## config.mk

```make
export PLATFORM = sky130hd
export DESIGN_NAME = tft_rdfuncmod
export DESIGN_NICKNAME = d
export VERILOG_FILES = /design/src/rtl/tft_rdfuncmod.sv
export SDC_FILE = /design/constraint.sdc
export NUM_CORES = 1
export LEC_CHECK = 0
export CAP_MARGIN = 25
export CORE_AREA = 2 2 104 56
export CTS_CLUSTER_DIAMETER = 150
export DETAILED_ROUTE_END_ITERATION = 12
export DIE_AREA = 0 0 106 58
export PLACE_DENSITY = 0.75
export SLEW_MARGIN = 20
export SYNTH_ARGS = -nofsm -noshare
export SYNTH_HDL_FRONTEND = slang
export SYNTH_SLANG_ARGS = --single-unit
```

## constraint.sdc

```tcl
create_clock -name CLOCK -period 3.2 [get_ports CLOCK]
set_input_delay 0.48 -clock CLOCK [delete_from_list [all_inputs] [get_ports CLOCK]]
set_output_delay 0.48 -clock CLOCK [all_outputs]
set_load 0.01 [all_outputs]
```

## src/rtl/tft_rdfuncmod.sv

```systemverilog
// 8080-style register read engine: writes an 8-bit index, then captures one 16-bit word.
// Shares the iCall/oDone handshake with the write function module.
//   state | meaning
//   IDLE  | bus released, waiting for iCall
//   IDX_L | index driven, WR_N low
//   IDX_H | index still driven, WR_N high
//   RD_L  | bus released by us, RD_N low, sample in last cycle
//   RD_H  | RD_N high recovery; loops back to RD_L for the dummy strobe
//   DONE  | one-cycle completion pulse, CS_N released
module tft_rdfuncmod #(
  parameter int unsigned T_WRL = 2,
  parameter int unsigned T_WRH = 2,
  parameter int unsigned T_RDL = 5,
  parameter int unsigned T_RDH = 5,
  parameter int unsigned DUMMY = 0
) (
  input  logic        CLOCK,
  input  logic        RESET,
  input  logic        iCall,
  output logic        oDone,
  input  logic [7:0]  iAddr,
  output logic [15:0] oData,
  output logic        TFT_CS_N,
  output logic        TFT_RS,
  output logic        TFT_WR_N,
  output logic        TFT_RD_N,
  output logic [15:0] TFT_DB_O,
  output logic        TFT_DB_OE,
  input  logic [15:0] TFT_DB_I
);

  typedef enum logic [2:0] {IDLE, IDX_L, IDX_H, RD_L, RD_H, DONE} state_t;

  localparam logic [7:0] C_WRL = 8'(T_WRL);
  localparam logic [7:0] C_WRH = 8'(T_WRH);
  localparam logic [7:0] C_RDL = 8'(T_RDL);
  localparam logic [7:0] C_RDH = 8'(T_RDH);

  state_t      r_state, w_state_nxt;
  logic [7:0]  r_cnt, w_cnt_nxt;
  logic [7:0]  r_addr;
  logic        r_dummy, w_dummy_nxt;
  logic        w_last;
  logic        w_capture;

  assign w_last   = (r_cnt == 8'd1);
  assign TFT_DB_O = {8'h00, r_addr};

  // Each phase counter is loaded on entry and the phase ends when it reaches 1.
  always_comb begin
    w_state_nxt = r_state;
    w_cnt_nxt   = r_cnt;
    w_dummy_nxt = r_dummy;
    w_capture   = 1'b0;
    case (r_state)
      IDLE: begin
        if (iCall) begin
          w_state_nxt = IDX_L;
          w_cnt_nxt   = C_WRL;
          w_dummy_nxt = (DUMMY != 0);
        end
      end
      IDX_L: begin
        if (w_last) begin
          w_state_nxt = IDX_H;
          w_cnt_nxt   = C_WRH;
        end else begin
          w_cnt_nxt = r_cnt - 8'd1;
        end
      end
      IDX_H: begin
        if (w_last) begin
          w_state_nxt = RD_L;
          w_cnt_nxt   = C_RDL;
        end else begin
          w_cnt_nxt = r_cnt - 8'd1;
        end
      end
      RD_L: begin
        if (w_last) begin
          w_state_nxt = RD_H;
          w_cnt_nxt   = C_RDH;
          w_capture   = !r_dummy;
        end else begin
          w_cnt_nxt = r_cnt - 8'd1;
        end
      end
      RD_H: begin
        if (w_last) begin
          if (r_dummy) begin
            w_state_nxt = RD_L;
            w_cnt_nxt   = C_RDL;
            w_dummy_nxt = 1'b0;
          end else begin
            w_state_nxt = DONE;
            w_cnt_nxt   = 8'd0;
          end
        end else begin
          w_cnt_nxt = r_cnt - 8'd1;
        end
      end
      DONE: begin
        w_state_nxt = IDLE;
      end
      default: begin
        w_state_nxt = IDLE;
        w_cnt_nxt   = 8'd0;
      end
    endcase
  end

  // Outputs are registered from the next state so they line up with r_state.
  always_ff @(posedge CLOCK) begin
    if (RESET) begin
      r_state   <= IDLE;
      r_cnt     <= 8'd0;
      r_dummy   <= 1'b0;
      r_addr    <= 8'h00;
      oData     <= 16'h0000;
      oDone     <= 1'b0;
      TFT_CS_N  <= 1'b1;
      TFT_RS    <= 1'b1;
      TFT_WR_N  <= 1'b1;
      TFT_RD_N  <= 1'b1;
      TFT_DB_OE <= 1'b0;
    end else begin
      r_state <= w_state_nxt;
      r_cnt   <= w_cnt_nxt;
      r_dummy <= w_dummy_nxt;
      if (r_state == IDLE && iCall) r_addr <= iAddr;
      if (w_capture) oData <= TFT_DB_I;
      oDone     <= (w_state_nxt == DONE);
      TFT_CS_N  <= (w_state_nxt == IDLE) || (w_state_nxt == DONE);
      TFT_RS    <= !((w_state_nxt == IDX_L) || (w_state_nxt == IDX_H));
      TFT_WR_N  <= (w_state_nxt != IDX_L);
      TFT_RD_N  <= (w_state_nxt != RD_L);
      TFT_DB_OE <= (w_state_nxt == IDX_L) || (w_state_nxt == IDX_H);
    end
  end

endmodule

```

==> results of run 1 <==
cell usage in the layout (no fill, tap or decap), types with 2 or more instances in the layout:
cell	synthesis	final
mux2i_1	16	16
nor2b_1	3	3
nand4_1	2	2
inv_1	4	4
buf_4	8	2
or3_1	4	4
xor2_1	4	4
nand2_1	19	19
dfxtp_1	41	41
nand2b_1	3	3
clkdlybuf4s50_1	0	56
a21oi_1	16	16
o21ai_0	2	2
conb_1	1	8
nand3_1	5	5
a31oi_1	2	2
clkbuf_8	0	5
ha_1	2	2
nor3_1	9	9
nor2_1	25	25
how the worst min path moves through the flow:
| stage | from | end | slack, ns | cells past startpoint |
|---|---|---|---|---|
| 3_5_place_dp | r_addr[3] | r_addr[3] | 0.45 | 2 |
| 5_1_grt | r_addr[6] | r_addr[6] | 0.49 | 2 |
| 4_1_cts | r_addr[3] | r_addr[3] | 0.46 | 2 |
| 3_3_place_gp | r_addr[0] | r_addr[0] | 0.44 | 2 |
| 2_1_floorplan | r_cnt[7] | r_cnt[7] | 0.47 | 2 |
| 6_report | r_addr[3] | r_addr[3] | 0.46 | 2 |
critical path: stages (launching register included):
cell and delay, ns:
dfxtp_1 0.64, nor2b_1 0.43, nand4_4 0.41, mux2i_1 0.28
nor2_1 0.06
metrics by stage:
stage	total power [mW]	hold WS (ns)	cells
3_3_place_gp	0.774	0.444	316
4_1_cts	1.12	0.464	324
6_report	1.11	0.461	324
5_1_grt	1.17	0.488	324
3_5_place_dp	0.777	0.452	316
2_1_floorplan	0.702	0.470	203
flip-flops by register name, indices dropped and copies added, names as in the netlist:
name	flops
oDone	1
r_cnt	8
r_addr	8
r_state	3
TFT_RD_N	1
TFT_CS_N	1
oData	16
TFT_RS	1
TFT_WR_N	1
TFT_DB_OE	1
cells in the mapped netlist (all sizes together) (2+ instances only):
cell type  number
a31oi           2
nor2b           3
nand4           3
buf            10
nand3           5
a21oi          16
a211o           2
nor3            9
clkbuf          8
nor4            2
mux2i          16
o21ai           2
xor2            4
nand2b          3
nand2          19
inv             4
dfxtp          41
nor2           25
ha              2
or3             4
where the power goes:
| part | internal [mW] | total, mW | switching [mW] |
|---|---|---|---|
| Combinational | 0.104 | 0.204 | 0.101 |
| Clock | 0.155 | 0.341 | 0.186 |
| Sequential | 0.535 | 0.563 | 0.0273 |
cell type report:
type,count,area [sq um]
clock buffers,5,68.8
clock inverters,3,21.3
fillers,502,2800
inverters,4,15.0
multi-input cells,140,857
flip-flops and latches,41,821
well taps,73,91.3
repair buffers,58,576
cell families after synthesis:
family | share of synthesized area, %
and+or+nand+nor | 23.2
DFF | 46.3
AOI/OAI and AO/OA | 10.5
buffers and inverters | 6.85
muxes | 9.03
xor gates and xnor gates | 2.47
adders and majority gates | 1.41
other | 0.212
per-layer routing:
metal / wire [um] / share of wire, % / GRT usage [%]
met5: 0 / 0 / 0
met4: 9 / 0.23 / 1.69
met3: 330 / 8.5 / 6.30
met2: 1510 / 39 / 20.1
met1: 2040 / 52 / 18.9
==> impl_metrics.json, run 1 <==
{
  "synthFlopType": "dfxtp_1",
  "vias_per_cell": 4.58,
  "start_kind": "flip-flop",
  "ctsHtreeMaxLevel": 2,
  "grt_use_total_pct": 13.6,
  "area_growth_pct": 38.2,
  "portBuffers": 56,
  "ys_seq_area_share_pct": 46.3,
  "clock-root-buffer": "clkbuf_8",
  "r2r-end": "oData[9]",
  "syn_area_sq_um": 1770,
  "grt_pass1_vias": 1513,
  "setup_tns_ns": 0,
  "cts_buffers": 5,
  "clock_path_buffers": 2,
  "fin_crit_ns": 1.94,
  "cts_tree": "built",
  "die_x_um": 106,
  "gp_congestion": 0.845,
  "cp.required_ns": 3.36,
  "post-place-ws_ns": 1.04,
  "initial_utilization_pct": 33.7,
  "grt_max_degree": 21,
  "crit_arrival_ns": 2.10,
  "vias": 1483,
  "cts.sinks": 41,
  "die_height_um": 58,
  "ys_async_sr_fraction_pct": 0,
  "maxCapViolations": 0,
  "netlist_instances": 196,
  "yosys_warnings": 0,
  "grt_antenna_before_repair": 0,
  "relSlewSlack_pct": 43.4,
  "worst_r2r_path_depth": 4,
  "worstSetupPathType": "reg -> reg",
  "finalHoldViolCount": 0,
  "drt_wl_total_um": 3890,
  "dr.pass1.iters": 4,
  "powerDensity_nw_per_um2": 452,
  "cts_setup_buffers": 0,
  "fin_area_sq_um": 2450,
  "startpoint": "r_state[1]",
  "tightest_slew_ns": 0.842,
  "avgRoutedWirePerCell_um": 12.0,
  "status": "completed",
  "synth_edf_count": 0,
  "rows": 19,
  "post-route-period-util_pct": 60.5,
  "ir_drop_v": 0.000173,
  "critPathCapture": "oData[9]",
  "crit_fanout": 16,
  "synth_top_area_share_pct": 46.3,
  "dr.first_iter.drc_count": 116,
  "reg2reg_from": "r_state[1]",
  "nets": 279,
  "drive_gt1_share_pct": 6.37,
  "grt_pass1_wl_um": 6730,
  "fmax_mhz": 517,
  "synth_area_leader_cell": "dfxtp_1",
  "power.leakage_nw": 1.03,
  "hp-class": "reg -> reg",
  "ant_nets": 0,
  "gr-total-overflow": 0,
  "hpwl_um": 2870,
  "n_antenna_cell": 0,
  "postPlaceCellArea_sq_um": 2360,
  "maxSlewViolCount": 0,
  "fin_ws_ns": 1.26,
  "worstSetupEndpointType": "flip-flop",
  "clk_pin_slew_ns": 0.08,
  "setup_viol": 0,
  "die-area_sq_um": 6150,
  "rsz0062_at_grt": "no",
  "drc": 0,
  "design.core.area_sq_um": 5250,
  "avgSynthCellArea_sq_um": 9.05,
  "clock_skew_ns": 0.00838,
  "reg2reg_setup_slack_ns": 1.26,
  "cts_resized": 0,
  "cts_hold_buf": 0,
  "clock_latency_ns": 0.29,
  "synth_cell_types": 41,
  "synthTopCellsByArea": "dfxtp_1 46%, mux2i_1 9.0%, nor2_1 5.3%, a21oi_1 4.5%, nand2_1 4.0%",
  "synth-seq-cells": 41,
  "fin_util_pct": 46.6,
  "pin_count": 65
}
No activity file was read; power rests on OpenSTA's default activity.
==> inputs of run 2 (changes only) <==
==> constraint.sdc (replaced) <==
create_clock -name CLOCK -period 1.9 [get_ports CLOCK]
set_input_delay 0.285 -clock CLOCK [delete_from_list [all_inputs] [get_ports CLOCK]]
set_output_delay 0.285 -clock CLOCK [all_outputs]
set_load 0.01 [all_outputs]
==> run 2 against run 1 <==
Final area increased by 4.2%. Hold slack got worse by 0.0040 ns. Via count increased by 4.8%. Combinational power increased by 80%. Critical path depth unchanged. Global-route usage increased by 1.9 points. Non-clock buffer count increased by 9. Register-to-register slack got worse by 1.1 ns. Count of clock-buffer cells in the layout increased by 1. Routed wire length increased by 11%. Sequential cell count unchanged.
==> impl_metrics.json, run 2 (synthesis results as in run 1) <==
{
  "die_height_um": 58,
  "ant_nets": 0,
  "relSlewSlack_pct": 61.9,
  "dr.pass1.iters": 4,
  "fillers": 515,
  "whs_path_depth": 2,
  "worst_r2r_path_depth": 4,
  "reg2reg_from": "r_cnt[3]",
  "hp-class": "reg -> reg",
  "tightest_slew_ns": 0.567,
  "crit_path_max_incr_delay_ns": 0.58,
  "fmax_mhz": 580,
  "cp.required_ns": 2.07,
  "drt_wl_total_um": 4310,
  "cpMaxStageDelayCell": "nor4_4",
  "startpoint": "r_cnt[3]",
  "die_x_um": 106,
  "vias_per_cell": 4.67,
  "drive_gt1_share_pct": 10.0,
  "portBuffers": 56,
  "rows": 19,
  "cts.sinks": 41,
  "grt_pass1_wl_um": 7400,
  "crit_chain": "nor4_4, a211oi_2, o21bai_1, nor2_1",
  "ir_drop_v": 0.000361,
  "worstSetupPathType": "reg -> reg",
  "mostFrequentLayoutCells": "56 x clkdlybuf4s50_1, 41 x dfxtp_1, 25 x nor2_1",
  "clock_path_buffers": 2,
  "ctsHtreeMaxLevel": 2,
  "hold_path_end": "r_addr[3]",
  "finalHoldViolCount": 0,
  "status": "completed",
  "multi_input_area_sq_um": 862,
  "grt_use_total_pct": 15.6,
  "largest_register_ffs": 16,
  "die-area_sq_um": 6150,
  "hold_start": "r_addr[3]",
  "maxCapViolations": 0,
  "crit_arrival_ns": 1.90,
  "post-place-ws_ns": 0.0663,
  "area_growth_pct": 44.0,
  "worstSetupEndpointType": "flip-flop",
  "post-route-period-util_pct": 90.8,
  "setup_tns_ns": 0,
  "gr-total-overflow": 0,
  "initial_utilization_pct": 33.7,
  "cts_tree": "built",
  "hpwl_um": 3280,
  "top_regs": "oData (16), r_addr (8), r_cnt (8)",
  "r2r-end": "r_cnt[6]",
  "clock_skew_ns": 0.00515,
  "grt_pass1_vias": 1530,
  "start_kind": "flip-flop",
  "cts_resized": 0,
  "seqCellArea_sq_um": 821,
  "powerDensity_nw_per_um2": 801,
  "largest_register": "oData",
  "avgRoutedWirePerCell_um": 12.9,
  "crit_buf_inv": 0,
  "drc": 0,
  "nets": 288,
  "cts_hold_buf": 0,
  "rsz0062_at_grt": "no",
  "grt_antenna_before_repair": 0,
  "fin_crit_ns": 1.72,
  "clock-root-buffer": "clkbuf_8",
  "fin_ws_ns": 0.176,
  "final_common_cell": "clkdlybuf4s50_1",
  "pin_count": 65,
  "path_delay_family": "simple AND/OR/NAND/NOR gates",
  "clock_latency_ns": 0.29,
  "design.core.area_sq_um": 5250,
  "n_antenna_cell": 0,
  "cts_setup_buffers": 0,
  "postPlaceCellArea_sq_um": 2430,
  "cts_buffers": 5,
  "dr.first_iter.drc_count": 85,
  "setup_viol": 0,
  "reg2reg_setup_slack_ns": 0.18,
  "fin_area_sq_um": 2550,
  "power.leakage_nw": 1.09,
  "grt_max_degree": 17,
  "vias": 1554,
  "gp_congestion": 0.825,
  "maxSlewViolCount": 0,
  "crit_fanout": 7,
  "clk_pin_slew_ns": 0.08
}
[run 2: area by class of cell]
type | count | area share (%)
multi-input combinational | 140 | 33.8
clock buffer | 6 | 3.24
clock inverter | 2 | 1.47
timing repair buffer | 67 | 25.2
sequential | 41 | 32.2
inverter | 4 | 0.588
tap | 73 | 3.58
[run 2: stage by stage]
stage | power, mW | hold WS [ns] | instances | utilization [%]
2_1_floorplan | 1.18 | 0.421 | 203 | -
3_3_place_gp | 1.32 | 0.444 | 325 | 46.2
3_5_place_dp | 1.33 | 0.448 | 325 | 46.2
4_1_cts | 2.07 | 0.461 | 333 | 48.5
5_1_grt | 2.17 | 0.491 | 333 | 48.6
6_report | 2.05 | 0.457 | 333 | 48.6
[run 2: tightest hold or removal path, stage by stage, from the launching register on]
cell and delay (ns):
dfxtp_1 0.32, nand2_1 0.05, a21oi_1 0.05
[run 2: layer usage]
layer  vias up  GRT usage, %  part of all wire (%)
met1       713          21.0                    49
met2        61          23.1                    42
li1        780             -                     -
met5         -             0                     0
met4         0          2.82                     0
met3         0          7.31                   9.7
[run 2: how the worst max path moves through the flow]
stage	end	slack (ns)	depth (start not counted)
after global routing	oData[2]	0.02	5
after CTS	r_cnt[7]	0.11	7
after detailed placement	r_cnt[7]	0.07	5
after floorplan	oData[10]	0.31	7
final	r_cnt[6]	0.18	4
after global placement	r_cnt[7]	0.12	5
[run 2: power breakdown]
group,switching (mW),internal [mW]
registers,0.0448,0.902
logic,0.182,0.185
clock network,0.305,0.427
